**config.mk**
```make
export PLATFORM = sky130hd
export DESIGN_NAME = frog_game_ctrl_flat
export DESIGN_NICKNAME = d
export VERILOG_FILES = /design/src/rtl/frog_game_pkg.sv /design/src/rtl/frog_game_ctrl_if.sv /design/src/rtl/frog_game_ctrl_box_overlap.sv /design/src/rtl/frog_game_ctrl.sv /design/src/flat_wrapper.sv
export SDC_FILE = /design/constraint.sdc
export NUM_CORES = 1
export LEC_CHECK = 0
export BUFFER_PORTS_ARGS = -buffer_cell sky130_fd_sc_hd__buf_2
export CORE_ASPECT_RATIO = 0.75
export CORE_UTILIZATION = 37
export CTS_CLUSTER_DIAMETER = 40
export DETAILED_ROUTE_END_ITERATION = 12
export SYNTH_ARGS = -nofsm -noshare
export SYNTH_HDL_FRONTEND = slang
export SYNTH_SLANG_ARGS = --single-unit
```
**constraint.sdc**
```tcl
create_clock -name i_clk -period 2.8 [get_ports i_clk]
set_input_delay 0.84 -clock i_clk [delete_from_list [all_inputs] [get_ports i_clk]]
set_output_delay 0.84 -clock i_clk [all_outputs]
set_load 0.02 [all_outputs]
```
**src/rtl/frog_game_pkg.sv**
```systemverilog
// Shared types, constants and helpers for the frog game supervisor.
package frog_game_pkg;

  localparam int COORD_W_DEF = 12;
  localparam int MAX_COORD_W = 32;
  localparam int MAX_VEC_W   = 512;

  typedef enum logic [1:0] {
    ST_PLAY = 2'd0,
    ST_HIT  = 2'd1,
    ST_WIN  = 2'd2,
    ST_OVER = 2'd3
  } state_e;

  // Extract channel k (w bits wide) from a packed coordinate vector; caller narrows the result.
  function automatic logic [MAX_COORD_W-1:0] unpack_coord(input logic [MAX_VEC_W-1:0] vec,
                                                          input int k, input int w);
    logic [MAX_COORD_W-1:0] mask;
    mask = {MAX_COORD_W{1'b1}} >> (MAX_COORD_W - w);
    return MAX_COORD_W'(vec >> (k * w)) & mask;
  endfunction

endpackage

```
**src/rtl/frog_game_ctrl_if.sv**
```systemverilog
// Frame, frog/obstacle geometry and status bundle of the frog game supervisor.
// The o_invuln status bit exists only when FROG_INVULN_EN is defined.
interface frog_game_ctrl_if
  import frog_game_pkg::*;
#(
  parameter int N_OBJ   = 3,
  parameter int COORD_W = COORD_W_DEF,
  parameter int SCORE_W = 8
);
  logic                       i_animate;
  logic                       i_start;
  logic [COORD_W-1:0]         i_frog_x1;
  logic [COORD_W-1:0]         i_frog_x2;
  logic [COORD_W-1:0]         i_frog_y1;
  logic [COORD_W-1:0]         i_frog_y2;
  logic [N_OBJ*COORD_W-1:0]   i_obj_x1;
  logic [N_OBJ*COORD_W-1:0]   i_obj_x2;
  logic [N_OBJ*COORD_W-1:0]   i_obj_y1;
  logic [N_OBJ*COORD_W-1:0]   i_obj_y2;
  logic [N_OBJ-1:0]           i_obj_en;
  logic [1:0]                 o_state;
  logic [3:0]                 o_lives;
  logic [SCORE_W-1:0]         o_score;
  logic [N_OBJ-1:0]           o_hit_mask;
  logic                       o_respawn;
`ifdef FROG_INVULN_EN
  logic                       o_invuln;

  modport master (
    output i_animate, i_start, i_frog_x1, i_frog_x2, i_frog_y1, i_frog_y2,
    output i_obj_x1, i_obj_x2, i_obj_y1, i_obj_y2, i_obj_en,
    input  o_state, o_lives, o_score, o_hit_mask, o_respawn, o_invuln
  );
  modport slave (
    input  i_animate, i_start, i_frog_x1, i_frog_x2, i_frog_y1, i_frog_y2,
    input  i_obj_x1, i_obj_x2, i_obj_y1, i_obj_y2, i_obj_en,
    output o_state, o_lives, o_score, o_hit_mask, o_respawn, o_invuln
  );
`else
  modport master (
    output i_animate, i_start, i_frog_x1, i_frog_x2, i_frog_y1, i_frog_y2,
    output i_obj_x1, i_obj_x2, i_obj_y1, i_obj_y2, i_obj_en,
    input  o_state, o_lives, o_score, o_hit_mask, o_respawn
  );
  modport slave (
    input  i_animate, i_start, i_frog_x1, i_frog_x2, i_frog_y1, i_frog_y2,
    input  i_obj_x1, i_obj_x2, i_obj_y1, i_obj_y2, i_obj_en,
    output o_state, o_lives, o_score, o_hit_mask, o_respawn
  );
`endif
endinterface

```
**src/rtl/frog_game_ctrl_box_overlap.sv**
```systemverilog
// Strict axis-aligned box overlap test; boxes that only share an edge do not overlap.
module box_overlap
  import frog_game_pkg::*;
#(
  parameter int COORD_W = COORD_W_DEF
) (
  input  logic               en_i,
  input  logic [COORD_W-1:0] a_x1_i,
  input  logic [COORD_W-1:0] a_x2_i,
  input  logic [COORD_W-1:0] a_y1_i,
  input  logic [COORD_W-1:0] a_y2_i,
  input  logic [COORD_W-1:0] b_x1_i,
  input  logic [COORD_W-1:0] b_x2_i,
  input  logic [COORD_W-1:0] b_y1_i,
  input  logic [COORD_W-1:0] b_y2_i,
  output logic               hit_o
);
  assign hit_o = en_i && (a_x1_i < b_x2_i) && (a_x2_i > b_x1_i)
                      && (a_y1_i < b_y2_i) && (a_y2_i > b_y1_i);
endmodule

```
**src/rtl/frog_game_ctrl.sv**
```systemverilog
// Per-frame frog game supervisor: collision/goal detection, lives, score and respawn FSM.
// Optional FROG_INVULN_EN adds post-respawn invulnerability and the o_invuln output.
module frog_game_ctrl
  import frog_game_pkg::*;
#(
  parameter int N_OBJ       = 3,
  parameter int COORD_W     = COORD_W_DEF,
  parameter int LIVES       = 3,
  parameter int SCORE_W     = 8,
  parameter int GOAL_Y      = 40,
  parameter int HOLD_FRAMES = 60
) (
  input logic             i_clk,
  input logic             i_rst,
  frog_game_ctrl_if.slave bus
);
  localparam int                 TMR_W      = $clog2(HOLD_FRAMES + 1);
  localparam logic [TMR_W-1:0]   TMR_LAST   = TMR_W'(HOLD_FRAMES - 1);
  localparam logic [TMR_W-1:0]   TMR_ZERO   = {TMR_W{1'b0}};
  localparam logic [3:0]         LIVES_INIT = 4'(LIVES);
  localparam logic [SCORE_W-1:0] SCORE_MAX  = {SCORE_W{1'b1}};
  localparam logic [SCORE_W-1:0] SCORE_ONE  = SCORE_W'(1);
  localparam logic [COORD_W-1:0] GOAL_LIM   = COORD_W'(GOAL_Y);

  state_e             state_q, state_d;
  logic [3:0]         lives_q, lives_d;
  logic [SCORE_W-1:0] score_q, score_d;
  logic [N_OBJ-1:0]   mask_q, mask_d;
  logic [TMR_W-1:0]   timer_q, timer_d;
  logic               respawn_q, respawn_d;

  logic [N_OBJ-1:0]   ovl_s;
  logic               hit_s;
  logic               goal_s;
  logic               strobe_s;

  assign strobe_s = bus.i_animate;
  assign goal_s   = bus.i_frog_y1 < GOAL_LIM;

  for (genvar k = 0; k < N_OBJ; k++) begin : g_obj
    logic [COORD_W-1:0] x1_s, x2_s, y1_s, y2_s;
    assign x1_s = COORD_W'(unpack_coord(MAX_VEC_W'(bus.i_obj_x1), k, COORD_W));
    assign x2_s = COORD_W'(unpack_coord(MAX_VEC_W'(bus.i_obj_x2), k, COORD_W));
    assign y1_s = COORD_W'(unpack_coord(MAX_VEC_W'(bus.i_obj_y1), k, COORD_W));
    assign y2_s = COORD_W'(unpack_coord(MAX_VEC_W'(bus.i_obj_y2), k, COORD_W));

    box_overlap #(.COORD_W(COORD_W)) u_box (
      .en_i   (bus.i_obj_en[k]),
      .a_x1_i (bus.i_frog_x1),
      .a_x2_i (bus.i_frog_x2),
      .a_y1_i (bus.i_frog_y1),
      .a_y2_i (bus.i_frog_y2),
      .b_x1_i (x1_s),
      .b_x2_i (x2_s),
      .b_y1_i (y1_s),
      .b_y2_i (y2_s),
      .hit_o  (ovl_s[k])
    );
  end

`ifdef FROG_INVULN_EN
  logic [TMR_W-1:0] invuln_q, invuln_d;

  assign hit_s        = (|ovl_s) && (invuln_q == TMR_ZERO);
  assign bus.o_invuln = (invuln_q != TMR_ZERO);

  // Invulnerability window: reload on every respawn, count down per frame.
  always_comb begin
    invuln_d = invuln_q;
    if (respawn_d) begin
      invuln_d = TMR_W'(HOLD_FRAMES);
    end else if (strobe_s && (invuln_q != TMR_ZERO)) begin
      invuln_d = invuln_q - TMR_W'(1);
    end else begin
      invuln_d = invuln_q;
    end
  end

  // Invulnerability counter register.
  always_ff @(posedge i_clk or posedge i_rst) begin
    if (i_rst) invuln_q <= TMR_ZERO;
    else       invuln_q <= invuln_d;
  end
`else
  assign hit_s = |ovl_s;
`endif

  // State and datapath registers; async reset also drops a pending respawn.
  always_ff @(posedge i_clk or posedge i_rst) begin
    if (i_rst) begin
      state_q   <= ST_PLAY;
      lives_q   <= LIVES_INIT;
      score_q   <= {SCORE_W{1'b0}};
      mask_q    <= {N_OBJ{1'b0}};
      timer_q   <= TMR_ZERO;
      respawn_q <= 1'b0;
    end else begin
      state_q   <= state_d;
      lives_q   <= lives_d;
      score_q   <= score_d;
      mask_q    <= mask_d;
      timer_q   <= timer_d;
      respawn_q <= respawn_d;
    end
  end

  // Next-state logic.
  always_comb begin
    state_d = state_q;
    case (state_q)
      ST_PLAY: begin
        if (strobe_s && hit_s) begin
          state_d = (lives_q > 4'd1) ? ST_HIT : ST_OVER;
        end else if (strobe_s && goal_s) begin
          state_d = ST_WIN;
        end else begin
          state_d = ST_PLAY;
        end
      end
      ST_HIT, ST_WIN: begin
        if (strobe_s && (timer_q == TMR_LAST)) state_d = ST_PLAY;
        else                                   state_d = state_q;
      end
      ST_OVER: begin
        if (bus.i_start) state_d = ST_PLAY;
        else             state_d = ST_OVER;
      end
      default: state_d = ST_PLAY;
    endcase
  end

  // Lives, score, hit mask, hold timer and respawn pulse.
  always_comb begin
    lives_d   = lives_q;
    score_d   = score_q;
    mask_d    = mask_q;
    timer_d   = timer_q;
    respawn_d = 1'b0;
    case (state_q)
      ST_PLAY: begin
        if (strobe_s && hit_s) begin
          // Hit wins over a same-frame goal, so the score is left alone here.
          mask_d  = ovl_s;
          timer_d = TMR_ZERO;
          lives_d = lives_q - 4'd1;
        end else if (strobe_s && goal_s) begin
          timer_d = TMR_ZERO;
          if (score_q != SCORE_MAX) score_d = score_q + SCORE_ONE;
          else                      score_d = score_q;
        end else begin
          timer_d = timer_q;
        end
      end
      ST_HIT, ST_WIN: begin
        if (strobe_s && (timer_q == TMR_LAST)) begin
          timer_d   = TMR_ZERO;
          mask_d    = {N_OBJ{1'b0}};
          respawn_d = 1'b1;
        end else if (strobe_s) begin
          timer_d = timer_q + TMR_W'(1);
        end else begin
          timer_d = timer_q;
        end
      end
      ST_OVER: begin
        if (bus.i_start) begin
          lives_d   = LIVES_INIT;
          score_d   = {SCORE_W{1'b0}};
          mask_d    = {N_OBJ{1'b0}};
          timer_d   = TMR_ZERO;
          respawn_d = 1'b1;
        end else begin
          timer_d = timer_q;
        end
      end
      default: begin
        timer_d = TMR_ZERO;
      end
    endcase
  end

  assign bus.o_state    = state_q;
  assign bus.o_lives    = lives_q;
  assign bus.o_score    = score_q;
  assign bus.o_hit_mask = mask_q;
  assign bus.o_respawn  = respawn_q;

endmodule

```
**src/flat_wrapper.sv**
```systemverilog
// flat-port wrapper written by rule: the top's interface ports become plain ports
module frog_game_ctrl_flat import frog_game_pkg::*;
#(
  parameter int N_OBJ       = 3,
  parameter int COORD_W     = COORD_W_DEF,
  parameter int LIVES       = 3,
  parameter int SCORE_W     = 8,
  parameter int GOAL_Y      = 40,
  parameter int HOLD_FRAMES = 60
)
  (i_clk, i_rst, bus_i_animate, bus_i_start, bus_i_frog_x1, bus_i_frog_x2, bus_i_frog_y1, bus_i_frog_y2, bus_i_obj_x1, bus_i_obj_x2, bus_i_obj_y1, bus_i_obj_y2, bus_i_obj_en, bus_o_state, bus_o_lives, bus_o_score, bus_o_hit_mask, bus_o_respawn);
  frog_game_ctrl_if #(.N_OBJ(N_OBJ), .COORD_W(COORD_W), .SCORE_W(SCORE_W)) bus_i ();
  input logic i_clk;
  input logic i_rst;
  input wire logic [$bits(bus_i.i_animate)-1:0] bus_i_animate;
  input wire logic [$bits(bus_i.i_start)-1:0] bus_i_start;
  input wire logic [$bits(bus_i.i_frog_x1)-1:0] bus_i_frog_x1;
  input wire logic [$bits(bus_i.i_frog_x2)-1:0] bus_i_frog_x2;
  input wire logic [$bits(bus_i.i_frog_y1)-1:0] bus_i_frog_y1;
  input wire logic [$bits(bus_i.i_frog_y2)-1:0] bus_i_frog_y2;
  input wire logic [$bits(bus_i.i_obj_x1)-1:0] bus_i_obj_x1;
  input wire logic [$bits(bus_i.i_obj_x2)-1:0] bus_i_obj_x2;
  input wire logic [$bits(bus_i.i_obj_y1)-1:0] bus_i_obj_y1;
  input wire logic [$bits(bus_i.i_obj_y2)-1:0] bus_i_obj_y2;
  input wire logic [$bits(bus_i.i_obj_en)-1:0] bus_i_obj_en;
  output wire logic [$bits(bus_i.o_state)-1:0] bus_o_state;
  output wire logic [$bits(bus_i.o_lives)-1:0] bus_o_lives;
  output wire logic [$bits(bus_i.o_score)-1:0] bus_o_score;
  output wire logic [$bits(bus_i.o_hit_mask)-1:0] bus_o_hit_mask;
  output wire logic [$bits(bus_i.o_respawn)-1:0] bus_o_respawn;
  assign bus_i.i_animate = bus_i_animate;
  assign bus_i.i_start = bus_i_start;
  assign bus_i.i_frog_x1 = bus_i_frog_x1;
  assign bus_i.i_frog_x2 = bus_i_frog_x2;
  assign bus_i.i_frog_y1 = bus_i_frog_y1;
  assign bus_i.i_frog_y2 = bus_i_frog_y2;
  assign bus_i.i_obj_x1 = bus_i_obj_x1;
  assign bus_i.i_obj_x2 = bus_i_obj_x2;
  assign bus_i.i_obj_y1 = bus_i_obj_y1;
  assign bus_i.i_obj_y2 = bus_i_obj_y2;
  assign bus_i.i_obj_en = bus_i_obj_en;
  assign bus_o_state = bus_i.o_state;
  assign bus_o_lives = bus_i.o_lives;
  assign bus_o_score = bus_i.o_score;
  assign bus_o_hit_mask = bus_i.o_hit_mask;
  assign bus_o_respawn = bus_i.o_respawn;
  frog_game_ctrl #(.N_OBJ(N_OBJ), .COORD_W(COORD_W), .LIVES(LIVES), .SCORE_W(SCORE_W), .GOAL_Y(GOAL_Y), .HOLD_FRAMES(HOLD_FRAMES)) u_core (.i_clk(i_clk), .i_rst(i_rst), .bus(bus_i));
endmodule
```
==> impl_metrics.tcl, run 1 <==
set metrics [dict create \
    status "finished, violations left" \
    violations "setup timing" \
    layout_commonest_cell "buf_2" \
    yosysUniqueCellTypes 55 \
    die-area_um2 13900 \
    holdWs_ns 0.546 \
    hpwlAfterDp_mm 15.3 \
    final_cell_count_no_fill 1112 \
    grt_pass1_vias 5889 \
    grt_max_degree 25 \
    drive_above_1_share_pct 40.7 \
    synth_flop_cell "dfrtp_1" \
    antenna_found_initial 2 \
    cts_root_buffer "clkbuf_16" \
    max_freq_ghz 0.314 \
    hold_class "register to register" \
    synth_edf_count 0 \
    gp_congestion 0.912 \
    rsz0062_at_grt "yes" \
    die_h_um 102 \
    crit_family "compound AO/OA/AOI/OAI gates" \
    crit_path_top_delay_cell "and4b_2" \
    synthesis.area_per_instance_um2 7.67 \
    layout_setup_ws_ns -0.388 \
    synth_area_leader_cell "ha_1" \
    worst_path_largest_cell_delay_ns 0.30 \
    max_slew.worst_pin.slew_ns 0.681 \
    grt_usage_pct 25.1 \
    wl_met1_mm 8.32 \
    cts_made_buffers 3 \
    crit_type "input port to register" \
    cp_max_fo 5 \
    total_power_mw 1.97 \
    ys_warn_count 0 \
    setup_viol 23 \
    finalHoldViolations 0 \
    layout_common_cells "213 x buf_2, 140 x inv_1, 123 x ha_1" \
    async_reset_ff_share_pct 100 \
    syn_nets 989 \
    wl_per_cell_um 15.8 \
    cp_num_buf_inv 5 \
    synthMuxAreaShare_pct 0.884 \
    maxSlewViolCount 0 \
    fp.dieW_um 136 \
    tns_ns -7.41 \
    area_growth_pct 52.4 \
    r2r_slack_ns 0.56 \
    rows 36 \
    clk_latency_ns 0.26 \
    postCtsHoldBufs 0 \
    vias 5841 \
    timing.final.crit_share_pct 114 \
    cp.arrival_ns 3.34 \
    grt_pass1_wl_mm 27.8 \
    drv_cap 0 \
    initial_core_util_pct 38.1 \
    synth_area_leaders "ha_1 36%, inv_1 12%, dfrtp_1 11%, a21oi_1 4.6%, o21ai_0 2.9%" \
    avgViaCountPerCell 5.25 \
    wl_met3_um 963 \
    wl_mm 17.5 \
    synth_xor_area_share_pct 0 \
    gr-total-overflow 0 \
    seq_area_frac_synth_pct 12.2 \
    p_leak_nw 4.18 \
    drc_errors 0 \
    timing.final.crit_period_ns 3.19 \
    crit_top_cell "buf_4" \
    synth_fa_ha_area_share_pct 36.4 \
    synth_compound_area_share_pct 21.6 \
    slew_headroom_pct 54.4 \
    synth.top_cell.area_share_pct 36.4 \
    final_util_pct 58.0 \
    peakVddDrop_v 0.000208 \
    cts_tree "done" \
    nets 1283 \
    p_per_area_nw_per_um2 261 \
    netlist_area_um2 4950 \
    dr.max_layer_used "met4" \
    clockBufferDepth 2 \
    ant_nets 0 \
    core-area_um2 13000 \
    syn_inst 646 \
    dpl.cell_count 1100 \
    ys_ff_latch 24 \
    ios 217 \
    cts_sinks 24 \
    critPathLaunchType "input port" \
    first_iter_violations 196 \
    finalClockSkew_ns 0.00279 \
    end_kind "register" \
    port_buffers 216 \
    route.met2.wl_mm 7.89 \
    dr.pass1.iters 5 \
    clk_pin_slew_ns 0.07 \
    cts_htree_levels 1 \
    synthSimpleGateAreaFrac_pct 16.4 \
    cp.required_ns 2.95 \
    synth_top_family_by_area "adder cells" \
    cp_cell_sequence "buf_2 > ha_4 > nand4_1 > buf_4 > a211oi_1 > a2111oi_2 > buf_4 > and4b_2 > a211oi_4 > buf_6 > buf_12 > a21o_4 > a221o_1" \
]
-- final timing paths --
kind | cells after the start | start | to
max reg2reg | 6 | u_core.bus.o_state[0] | u_core.timer_q[5]
min reg2reg | 2 | u_core.timer_q[1] | u_core.timer_q[1]
min in group asynchronous | 3 | i_rst | u_core.bus.o_score[3]
max | 13 | bus_i_frog_x2[11] | u_core.timer_q[2]
min | 2 | u_core.timer_q[1] | u_core.timer_q[1]
max in group asynchronous | 3 | i_rst | u_core.bus.o_lives[0]
-- cell type report --
type                    count  area, um2
flip-flops and latches     24        603
well taps                 171        214
multi-input cells         461       4310
fillers                  1195       5470
clock buffers               4       88.8
repair buffers            297       1740
diodes                      2       5.00
inverters                 153        594
-- synth_stat cells, types with 4 or more instances --
cell and number:
clkbuf_1 6, o211ai_1 12, a2111oi_0 11, dfrtp_1 22
a21oi_1 46, nand2_1 38, and4_1 4, o2111ai_1 7
nor2_1 17, nand4_1 20, and3_1 5, nand2b_1 6
o21ai_0 29, nor3_1 11, a21o_1 12, inv_1 152
a211oi_1 10, nand3_1 19, ha_1 144, a2bb2oi_1 6
nor4_1 8, nor2b_1 12
-- metal layers --
layer | GRT usage, % | vias up
met5 | 0 | -
met4 | 6.74 | 0
met3 | 3.57 | 28
met2 | 41.7 | 192
met1 | 34.1 | 2710
li1 | - | 2911
-- flip-flops by register name (all words and copies together), names as in the netlist --
register	cells
u_core.bus.o_score	8
u_core.bus.o_lives	4
u_core.bus.o_state	2
u_core.timer_q	6
u_core.bus.o_hit_mask	3
u_core.bus.o_respawn	1
-- repair_timing --
action / CTS / global route
pin swaps: 13 / 21
buffers inserted: 2 / 6
resized for setup: 23 / 46
setup endpoints to repair: 23 / 23
-- power by group --
| part | total [mW] | internal (mW) | switching, mW |
|---|---|---|---|
| clock network | 0.352 | 0.219 | 0.133 |
| logic | 1.15 | 0.562 | 0.588 |
| registers | 0.465 | 0.409 | 0.0557 |
-- stage by stage --
step                      instance area (um2)  setup slack (ns)
after CTS                                7200            -0.450
after detailed placement                 7010            -0.918
after global routing                     7550            -0.483
after floorplan                          5180            -0.203
final                                    7550            -0.388
after global placement                   7010            -0.844
-- cell families after synthesis --
group | after synthesis
adder cells (fa/ha/maj) | 144
multiplexers | 4
flip-flops | 24
AO/OA/AOI/OAI | 160
AND/OR/NAND/NOR | 153
buffers and inverters | 161
-- worst register-to-register path: cells and delay by family, from the launching register on --
family | cells | cell delay, ns
compound gates | 3 | 1.18
fa+ha+maj | 1 | 0.16
buf+inv | 2 | 0.37
flops | 1 | 0.41
No activity file was read; power rests on OpenSTA's default activity.
==> run 2: changes to the inputs <==
--- a/config.mk
+++ b/config.mk
@@ -7,9 +7,11 @@
 export LEC_CHECK = 0
 export BUFFER_PORTS_ARGS = -buffer_cell sky130_fd_sc_hd__buf_2
 export CORE_ASPECT_RATIO = 0.75
+export CORE_MARGIN = 2
 export CORE_UTILIZATION = 37
 export CTS_CLUSTER_DIAMETER = 40
 export DETAILED_ROUTE_END_ITERATION = 12
+export MAX_ROUTING_LAYER = met4
 export SYNTH_ARGS = -nofsm -noshare
 export SYNTH_HDL_FRONTEND = slang
 export SYNTH_SLANG_ARGS = --single-unit
==> impl_metrics.tcl, run 2 (synthesis gave the netlist of run 1 again) <==
set metrics [dict create \
    status "finished, violations left" \
    violations "setup timing" \
    rsz0062_at_grt "yes" \
    cts_htree_levels 1 \
    final_util_pct 59.4 \
    layout_commonest_cell "buf_2" \
    setup_viol 23 \
    peakVddDrop_v 0.000174 \
    grt_pass1_vias 5805 \
    grt_usage_pct 24.6 \
    cts_sinks 24 \
    holdWs_ns 0.537 \
    finalClockSkew_ns 0.00271 \
    port_buffers 216 \
    gp_congestion 0.943 \
    cp.required_ns 2.95 \
    hpwlAfterDp_mm 15.1 \
    r2r_start "u_core.bus.o_state[1]" \
    die_h_um 104 \
    core-area_um2 13000 \
    cp.arrival_ns 3.38 \
    timing.final.crit_share_pct 115 \
    placedInstanceArea_um2 6990 \
    wl_mm 18.1 \
    rr_endpoint "u_core.timer_q[4]" \
    first_iter_violations 268 \
    end_kind "register" \
    crit_path_end "u_core.bus.o_score[1]" \
    p_per_area_nw_per_um2 257 \
    cp_max_fo 7 \
    final_cell_count_no_fill 1117 \
    final_area_um2 7740 \
    crit_type "input port to register" \
    initial_core_util_pct 38.1 \
    fp.dieW_um 138 \
    clk_pin_slew_ns 0.07 \
    largest_register_ffs 8 \
    clk_latency_ns 0.26 \
    clockBufferDepth 2 \
    tns_ns -7.59 \
    layout_common_cells "204 x buf_2, 128 x inv_1, 111 x ha_1" \
    timing.final.crit_period_ns 3.23 \
    vias 5843 \
    dr.pass1.iters 5 \
    gr-total-overflow 0 \
    startpoint "bus_i_frog_x2[1]" \
    grt_max_degree 25 \
    cts_made_buffers 3 \
    cts_tree "done" \
    finalHoldViolations 0 \
    maxSlewViolCount 0 \
    critPathLaunchType "input port" \
    avgViaCountPerCell 5.23 \
    drc_errors 0 \
    rows 36 \
    cts_root_buffer "clkbuf_16" \
    drive_above_1_share_pct 42.5 \
    slew_headroom_pct 41.6 \
    dpl.cell_count 1097 \
    p_leak_nw 4.19 \
    r2r_slack_ns 0.47 \
    drv_cap 0 \
    r2r_cells 6 \
    layout_setup_ws_ns -0.425 \
    ant_nets 0 \
    antenna_found_initial 3 \
    max_freq_ghz 0.310 \
    ios 217 \
    register_area_um2 603 \
    area_growth_pct 56.2 \
    multi_input_area_um2 4390 \
    wl_per_cell_um 16.2 \
    die-area_um2 14300 \
    grt_pass1_wl_mm 27.8 \
    max_slew.worst_pin.slew_ns 0.871 \
    hold_class "register to register" \
    nets 1287 \
    fillCellCount 1182 \
]
==> run 2: worst max-delay path, cell delays in order <==
cell and delay [ns]:
buf_8 0.10, ha_4 0.23, nor2b_4 0.12, o211ai_1 0.24, a211oi_2 0.13, a2111oi_2 0.31
buf_4 0.17, and4b_2 0.25, a211oi_4 0.27, buf_4 0.17, buf_12 0.12, o21ai_4 0.09
mux2_4 0.32
==> run 2: layout make-up <==
class	count	share of cell area, %
flip-flops and latches	24	7.79
inverters	153	7.68
repair buffers	301	24.0
well taps	171	2.77
diodes	3	0.0970
multi-input cells	461	56.7
clock buffers	4	1.02
==> run 2: routing by layer <==
metal / share of wire (%) / track usage [%]
met1: 46 / 33.9
met2: 47 / 39.9
met3: 6.2 / 2.44
met4: 0.63 / 3.02
met5: 0 / -
==> run 2: worst min-delay path by stage <==
stage,start,endpoint,slack [ns],cells past startpoint
final,u_core.bus.o_state[0],u_core.bus.o_state[0],0.54,2
after global routing,u_core.timer_q[0],u_core.timer_q[0],0.58,1
after CTS,u_core.timer_q[5],u_core.timer_q[5],0.54,1
after detailed placement,u_core.timer_q[5],u_core.timer_q[5],0.52,1
after global placement,u_core.timer_q[5],u_core.timer_q[5],0.51,1
after floorplan,u_core.timer_q[5],u_core.timer_q[5],0.49,1
==> run 2: stage by stage <==
stage / setup slack (ns) / power [mW]
floorplan: -0.203 / 1.03
global placement: -0.790 / 1.49
detailed placement: -0.812 / 1.52
CTS: -0.437 / 1.87
global route: -0.510 / 2.15
finish: -0.425 / 1.99
==> run 2: what timing repair did <==
item,CTS,global route
hold buffers,0,0
cloned,0,1
resized for setup,22,83
endpoints found under the setup margin,23,23
endpoints found under the hold margin,0,0
setup buffers,3,9
pin swaps,6,34
==> run 2: where the power goes <==
part / total [mW] / switching [mW] / internal [mW]
Combinational: 1.19 / 0.601 / 0.589
Clock: 0.332 / 0.137 / 0.195
Sequential: 0.467 / 0.0581 / 0.409
Total: 1.99 / 0.795 / 1.19
==> run 3: changes to the inputs <==
--- a/config.mk
+++ b/config.mk
@@ -6,7 +6,7 @@
 export NUM_CORES = 1
 export LEC_CHECK = 0
 export BUFFER_PORTS_ARGS = -buffer_cell sky130_fd_sc_hd__buf_2
-export CORE_ASPECT_RATIO = 0.75
+export CORE_ASPECT_RATIO = 1.1
 export CORE_MARGIN = 2
 export CORE_UTILIZATION = 37
 export CTS_CLUSTER_DIAMETER = 40
==> impl_metrics.tcl, run 3 (synthesis gave the netlist of run 1 again) <==
set metrics [dict create \
    hold_class "register to register" \
    hold_depth 2 \
    ios 217 \
    cts_made_buffers 3 \
    grt_usage_pct 23.3 \
    rows 44 \
    cp_max_fo 3 \
    rsz0062_at_grt "yes" \
    status "finished, violations left" \
    p_leak_nw 4.17 \
    drv_cap 0 \
    gp_congestion 0.886 \
    clk_pin_slew_ns 0.07 \
    met2_usage_pct 43.7 \
    cp.arrival_ns 3.32 \
    die_h_um 125 \
    clk_latency_ns 0.26 \
    p_sw_uw 787 \
    intPower_mw 1.22 \
    antenna_found_initial 3 \
    cp.required_ns 2.96 \
    max_freq_ghz 0.316 \
    avgViaCountPerCell 5.24 \
    combinationalPowerShare_pct 59.3 \
    maxSlewViolCount 0 \
    total_power_mw 2.00 \
    holdWs_ns 0.551 \
    end_kind "register" \
    cts_tree "done" \
    fp.dieW_um 114 \
    die-area_um2 14300 \
    p_seq_share_pct 23.5 \
    drive_above_1_share_pct 43.3 \
    port_buffers 216 \
    wl_per_cell_um 15.3 \
    hold_start "u_core.timer_q[1]" \
    grt_pass1_wl_mm 26.9 \
    layout_setup_ws_ns -0.361 \
    critPathLaunchType "input port" \
    max_slew.worst_pin.slew_ns 1.26 \
    timing.final.crit_share_pct 113 \
    place_ws_ns -0.971 \
    finalClockSkew_ns 0.00379 \
    grt_pass1_vias 5969 \
    crit_type "input port to register" \
    layout_common_cells "203 x buf_2, 137 x inv_1, 111 x ha_1" \
    grt_use_met3_pct 1.99 \
    area_growth_pct 58.4 \
    nets 1274 \
    cts_root_buffer "clkbuf_16" \
    gr-total-overflow 0 \
    drc_errors 0 \
    cts_sinks 24 \
    pwr-share-clk_pct 17.2 \
    timing.final.crit_period_ns 3.16 \
    dr.pass1.iters 4 \
    largest_register_ffs 8 \
    rr_endpoint "u_core.timer_q[2]" \
    setup_viol 23 \
    first_iter_violations 301 \
    layout_commonest_cell "buf_2" \
    busiest_layer "met2" \
    violations "setup timing" \
    min_to "u_core.timer_q[1]" \
    peakVddDrop_v 0.000203 \
    initial_core_util_pct 37.6 \
    slew_headroom_pct 15.8 \
    grt_max_degree 25 \
    startpoint "bus_i_frog_y2[6]" \
    use_met1_pct 27.4 \
    wl_mm 16.8 \
    hpwlAfterDp_mm 14.3 \
    r2r_cells 6 \
    core-area_um2 13200 \
    p_sw_share_pct 39.2 \
    r2r_slack_ns 0.20 \
    p_per_area_nw_per_um2 255 \
    clockBufferDepth 2 \
    vias 5736 \
    finalHoldViolations 0 \
    ant_nets 0 \
    tns_ns -6.40 \
    postCtsHoldBufs 0 \
    cts_htree_levels 1 \
    r2r_start "u_core.bus.o_state[0]" \
]
run 3: changes by cell type in the layout (fill, tap and decap cells not counted), moves of 3 or more:
cell and change:
buf_4 -14, inv_2 -10, inv_1 +9, a21oi_1 -4, o21ai_0 -4, a2111oi_4 +3
buf_6 +3, nor3_1 -3, nor3_2 +3, o21ai_1 +3
run 3: worst max-delay path by stage:
stage                                 end  slack (ns)
global route        u_core.bus.o_lives[1]       -0.44
CTS                 u_core.bus.o_state[1]       -0.48
detailed placement  u_core.bus.o_score[1]       -0.97
floorplan               u_core.timer_q[2]       -0.20
finish              u_core.bus.o_state[1]       -0.36
global placement    u_core.bus.o_score[1]       -0.93
run 3: area by class of cell:
type,instances,area [um2]
Timing Repair Buffer,288,1760
Clock buffer,4,88.8
Antenna cell,3,7.51
Sequential cell,24,603
Fill cell,1233,5310
Inverter,153,597
Multi-Input combinational cell,461,4590
Tap cell,161,201
run 3: power by group through the flow:
| stage | registers [mW] | clock network (mW) | logic [mW] |
|---|---|---|---|
| floorplan | 0.515 | 0 | 0.518 |
| global placement | 0.470 | 0 | 0.983 |
| detailed placement | 0.473 | 0 | 1.01 |
| CTS | 0.466 | 0.352 | 1.08 |
| global route | 0.478 | 0.367 | 1.33 |
| finish | 0.470 | 0.345 | 1.19 |
run 3: worst max-delay path, cell delays in order:
cell and delay (ns):
buf_2 0.13, buf_4 0.13, ha_1 0.28, nand4_1 0.15
nor3_1 0.36, buf_4 0.18, nor3_2 0.03, and4b_2 0.26
a211oi_4 0.27, buf_6 0.16, mux2_4 0.31, o311ai_4 0.20
run 3: layer usage:
metal  wire length [um]  vias up
met1               6940     2644
met4                226        0
met5                  0        -
met2               8790      179
met3                829       16
li1                   -     2897
run 3: stage by stage:
stage	instance area (um2)	std cells	utilization [%]
2_1_floorplan	5180	646	-
3_3_place_gp	6910	1078	52.5
3_5_place_dp	6910	1078	52.5
4_1_cts	7270	1086	55.2
5_1_grt	7850	1094	59.7
6_report	7850	1094	59.7
run 3: what timing repair did:
action / 4_1_cts / 5_1_grt
hold endpoints to repair: 0 / 0
setup buffers: 6 / 9
resized for setup: 53 / 86
cloned: 0 / 0
pin swaps: 20 / 42
endpoints found under the setup margin: 23 / 23
